## src/rtl/rst_seq_ctrl.sv

```systemverilog
// Reset sequencer: drives an active-low reset into a destination-domain synchronizer,
// reads its synchronized reset back, and reports completion (DONE) or timeout (ERR).
module rst_seq_ctrl #(
    parameter int NUM_STAGES     = 2,
    parameter int HOLD_CYCLES    = 4,
    parameter int TIMEOUT_CYCLES = 16
) (
    input  logic CLK,
    input  logic RST,
    input  logic SW_RST_REQ,
    input  logic DST_SYNC_RST,
    output logic RST_OUT,
    output logic BUSY,
    output logic DONE,
    output logic ERR
);

    localparam int MAX_CYC = (HOLD_CYCLES > TIMEOUT_CYCLES) ? HOLD_CYCLES : TIMEOUT_CYCLES;
    localparam int CNT_W   = (MAX_CYC > 1) ? $clog2(MAX_CYC) : 1;

    localparam logic [CNT_W-1:0] HOLD_LAST = CNT_W'(HOLD_CYCLES - 1);
    localparam logic [CNT_W-1:0] TMO_LAST  = CNT_W'(TIMEOUT_CYCLES - 1);
    localparam logic [CNT_W-1:0] CNT_ONE   = CNT_W'(1);

    if (NUM_STAGES < 2) begin : g_bad_stages
        $error("rst_seq_ctrl: NUM_STAGES must be >= 2");
    end
    if (HOLD_CYCLES < 1) begin : g_bad_hold
        $error("rst_seq_ctrl: HOLD_CYCLES must be >= 1");
    end
    if (TIMEOUT_CYCLES < 2) begin : g_bad_timeout
        $error("rst_seq_ctrl: TIMEOUT_CYCLES must be >= 2");
    end

    typedef enum logic [1:0] {
        S_IDLE     = 2'd0,
        S_ASSERT   = 2'd1,
        S_WAIT_LOW = 2'd2,
        S_RELEASE  = 2'd3
    } state_t;

    logic [NUM_STAGES-1:0] r_sync;
    logic                  w_ack;
    logic                  w_tmo;
    state_t                r_state;
    logic [CNT_W-1:0]      r_cnt;
    logic                  r_rst_out;
    logic                  r_busy;
    logic                  r_done;
    logic                  r_err;

    // DST_SYNC_RST is asynchronous to CLK; only the last stage is ever observed.
    always_ff @(posedge CLK or negedge RST) begin
        if (!RST) begin
            r_sync <= '0;
        end else begin
            r_sync <= {r_sync[NUM_STAGES-2:0], DST_SYNC_RST};
        end
    end

    assign w_ack = r_sync[NUM_STAGES-1];
    assign w_tmo = (r_cnt == TMO_LAST);

    // Reset lands in ASSERT so the power-on sequence runs without a request.
    // In the wait states an ack takes priority over a coincident timeout.
    always_ff @(posedge CLK or negedge RST) begin
        if (!RST) begin
            r_state   <= S_ASSERT;
            r_cnt     <= '0;
            r_rst_out <= 1'b0;
            r_busy    <= 1'b1;
            r_done    <= 1'b0;
            r_err     <= 1'b0;
        end else begin
            r_done <= 1'b0;
            case (r_state)
                S_IDLE: begin
                    if (SW_RST_REQ) begin
                        r_state   <= S_ASSERT;
                        r_rst_out <= 1'b0;
                        r_cnt     <= '0;
                        r_err     <= 1'b0;
                        r_busy    <= 1'b1;
                    end
                end
                S_ASSERT: begin
                    if (r_cnt == HOLD_LAST) begin
                        r_state <= S_WAIT_LOW;
                        r_cnt   <= '0;
                    end else begin
                        r_cnt <= r_cnt + CNT_ONE;
                    end
                end
                S_WAIT_LOW: begin
                    if (!w_ack) begin
                        r_state   <= S_RELEASE;
                        r_rst_out <= 1'b1;
                        r_cnt     <= '0;
                    end else if (w_tmo) begin
                        r_state   <= S_IDLE;
                        r_rst_out <= 1'b1;
                        r_err     <= 1'b1;
                        r_busy    <= 1'b0;
                    end else begin
                        r_cnt <= r_cnt + CNT_ONE;
                    end
                end
                S_RELEASE: begin
                    if (w_ack) begin
                        r_state <= S_IDLE;
                        r_done  <= 1'b1;
                        r_busy  <= 1'b0;
                    end else if (w_tmo) begin
                        r_state <= S_IDLE;
                        r_err   <= 1'b1;
                        r_busy  <= 1'b0;
                    end else begin
                        r_cnt <= r_cnt + CNT_ONE;
                    end
                end
                default: begin
                    r_state   <= S_IDLE;
                    r_rst_out <= 1'b1;
                    r_busy    <= 1'b0;
                end
            endcase
        end
    end

    assign RST_OUT = r_rst_out;
    assign BUSY    = r_busy;
    assign DONE    = r_done;
    assign ERR     = r_err;

endmodule

```

## config.mk

```make
export PLATFORM = sky130hd
export DESIGN_NAME = rst_seq_ctrl
export DESIGN_NICKNAME = d
export VERILOG_FILES = /design/src/rtl/rst_seq_ctrl.sv
export SDC_FILE = /design/constraint.sdc
export NUM_CORES = 1
export LEC_CHECK = 0
export ABC_CLOCK_PERIOD_IN_PS = 1500
export CAP_MARGIN = 20
export CORE_MARGIN = 8
export CORE_UTILIZATION = 51
export CTS_BUF_LIST = sky130_fd_sc_hd__clkbuf_4 sky130_fd_sc_hd__clkbuf_8
export CTS_CLUSTER_SIZE = 16
export DETAILED_ROUTE_END_ITERATION = 7
export HOLD_SLACK_MARGIN = 0.05
export PLACE_DENSITY = 0.76
export SLEW_MARGIN = 20
export SYNTH_ARGS = -nofsm -noshare
export SYNTH_HDL_FRONTEND = slang
export SYNTH_SLANG_ARGS = --single-unit
```

## constraint.sdc

```tcl
create_clock -name CLK -period 1.5 [get_ports CLK]
set_input_delay 0.225 -clock CLK [delete_from_list [all_inputs] [get_ports CLK]]
set_output_delay 0.225 -clock CLK [all_outputs]
set_load 0.01 [all_outputs]
```

==> impl_metrics.tcl <==
set metrics [dict create \
    ctsHoldBuffers 0 \
    fin_util 0.845 \
    ys_warn_count 0 \
    required_ns 1.71 \
    clock_latency_ns 0.28 \
    fin_nets 117 \
    die_h_um 53.1 \
    finalWeightedCongestion 0.880 \
    yosysSeqAreaShare 0.431 \
    dpl_worst_slack_ns -0.158 \
    placed_cells 113 \
    fp.dieW_um 53.1 \
    syn_to_final_growth_pct 56.4 \
    cts_tree "built" \
    timing.final.hold_violations 0 \
    max_slew.worst_pin.slew_ns 0.555 \
    synth_cell_types 29 \
    antenna_found_initial 0 \
    intPower_w 0.00138 \
    cts-htree-levels 1 \
    regArea_um2 304 \
    initial_core_util 0.540 \
    ys_ff_latch 12 \
    wl_per_cell_um 17.8 \
    totalWireLength_mm 2.15 \
    first_pass_iters 4 \
    fillers 67 \
    cap_violations 0 \
    fin_ws_ns -0.151 \
    clk_pin_slew_ns 0.08 \
    grt.overflow.total 0 \
    drtIter0Drc 45 \
    grt_pass1_vias 691 \
    drive_above_1_share 0.443 \
    rsz0062_at_grt "yes" \
    fin_crit_sh 1.10 \
    whs_ns 0.295 \
    fmax_mhz 606 \
    drc 0 \
    io_pins 8 \
    reg2reg_from "r_state[0]" \
    synthSimpleGateAreaFrac 0.185 \
    p_clk_frac 0.113 \
    rows 13 \
    hold_class "input pin to asynchronous set/reset pin" \
    stdcell_count 121 \
    pwr-share-comb 0.663 \
    clockRootBuffer "clkbuf_4" \
    synth_mux_area_frac 0 \
    power.density_nw_per_um2 2110 \
    dr_total_vias 749 \
    fin_crit_ns 1.65 \
    grt.total_usage 0.154 \
    multiInputGateArea_um2 493 \
    diodes 0 \
    cp-startpoint "r_state[0]" \
    cts_buffer_depth 2 \
    drv_slew 0 \
    cts.sinks 12 \
    ir_worst_vdd_v 0.00128 \
    p_leak_nw 0.510 \
    syn_area_um2 703 \
    violations "setup timing" \
    via_per_inst 6.19 \
    critPathKind "flip-flop to flip-flop" \
    fin_area_um2 1100 \
    power_frac_seq 0.225 \
    synthFlopType "dfrtp_1" \
    p_sw_w 0.000942 \
    grt_start_max_net_pins 13 \
    tritoncts.num_buffers 3 \
    path_max_fanout 4 \
    dp_hpwl_mm 1.40 \
    syn_area_per_cell_um2 9.38 \
    dieArea_um2 2820 \
    maxSlewHeadroom 0.629 \
    synth-edff-count 0 \
    synth-xor-area-share 0 \
    grt_pass1_wl_mm 3.24 \
    status "finished with violations" \
    core_area_um2 1300 \
    synth_top_family_by_area "compound AO/OA/AOI/OAI gates" \
    clock_skew_ns 0.0103 \
    crit_path_end_kind "flip-flop" \
    startpoint_type "flip-flop" \
    r2r_setup_slack_ns -0.15 \
    ys_async_sr_fraction 1.00 \
    antenna_left 0 \
    final_common_cell "buf_4" \
    crit_arrival_ns 1.86 \
    placed_area_um2 972 \
    synth_cells 75 \
    syn_nets 85 \
    synth-adder-area-share 0.123 \
    portBuffers 7 \
    synth-compound-area-share 0.235 \
    p_sw_frac 0.406 \
    final_cell_mix "buf_4, dfrtp_1, nand2_1" \
    finalSetupViolCount 8 \
]
==> registers in the layout, summed over array words and instances (netlist names) <==
register	count
r_state	2
r_sync	2
DONE	1
r_cnt	4
BUSY	1
RST_OUT	1
ERR	1
==> Yosys cell counts, types with 2 or more instances <==
| master | n | area share |
|---|---|---|
| nor3_1 | 2 | 0.014 |
| ha_1 | 6 | 0.11 |
| nand2_1 | 8 | 0.043 |
| nand2b_1 | 2 | 0.018 |
| a21oi_2 | 3 | 0.037 |
| inv_1 | 5 | 0.027 |
| dfrtp_1 | 10 | 0.36 |
| nor2_1 | 7 | 0.037 |
| a21oi_1 | 8 | 0.057 |
| dfstp_2 | 2 | 0.075 |
| nand3_1 | 2 | 0.014 |
| nor2b_1 | 2 | 0.018 |
| a21o_1 | 2 | 0.021 |
==> critical path, cell delays in order, from the launching register on <==
cell and delay (ns):
dfstp_2 0.58, buf_6 0.12, ha_4 0.16, a21oi_4 0.04, maj3_2 0.32, a211o_1 0.27, a21oi_2 0.11
==> worst paths after layout <==
kind	endpoint	cells past startpoint
worst max-delay path	r_cnt[2]	6
worst min-delay path	r_cnt[0]	1
worst max register to register	r_cnt[2]	6
worst min register to register	r_sync[1]	0
max in group asynchronous	r_state[1]	1
min in group CLK	r_sync[1]	0
==> timing repair <==
item | CTS | global route
pin swaps | 6 | 2
buffers inserted | 3 | 2
gates cloned | 0 | 0
setup endpoints to repair | 9 | 9
resized for setup | 8 | 7
==> power by group through the flow <==
stage / Combinational [W] / Clock, W / Sequential (W)
2_1_floorplan: 0.000759 / 0 / 0.000545
3_3_place_gp: 0.00118 / 0 / 0.000527
3_5_place_dp: 0.00123 / 0 / 0.000532
4_1_cts: 0.00138 / 0.000265 / 0.000517
5_1_grt: 0.00167 / 0.000276 / 0.000529
6_report: 0.00154 / 0.000261 / 0.000521
==> stage by stage <==
stage	power (W)	setup TNS, ns
after detailed placement	0.00176	-0.719
after CTS	0.00216	-0.573
final	0.00232	-0.770
after floorplan	0.00130	-0.166
after global placement	0.00171	-0.456
after global routing	0.00248	-1.29
==> final cells by class <==
class                   instances  share of cell area
flip-flops and latches         12               0.276
inverters                       5              0.0193
repair buffers                 27               0.206
multi-input cells              58               0.448
clock buffers                   4              0.0330
well taps                      15              0.0171
==> cells by family (layout without fill, tap and decap cells) <==
group,after synthesis,in the layout
buf+inv,5,36
simple gates,27,27
compound gates,24,24
fa+ha+maj,7,7
flops,12,12
==> per-layer routing <==
layer	track usage	routed length, um
met2	0.238	975
met3	0.0728	220
met4	0.0504	80
met5	0	0
met1	0.182	874
No activity file was read; power rests on OpenSTA's default activity.
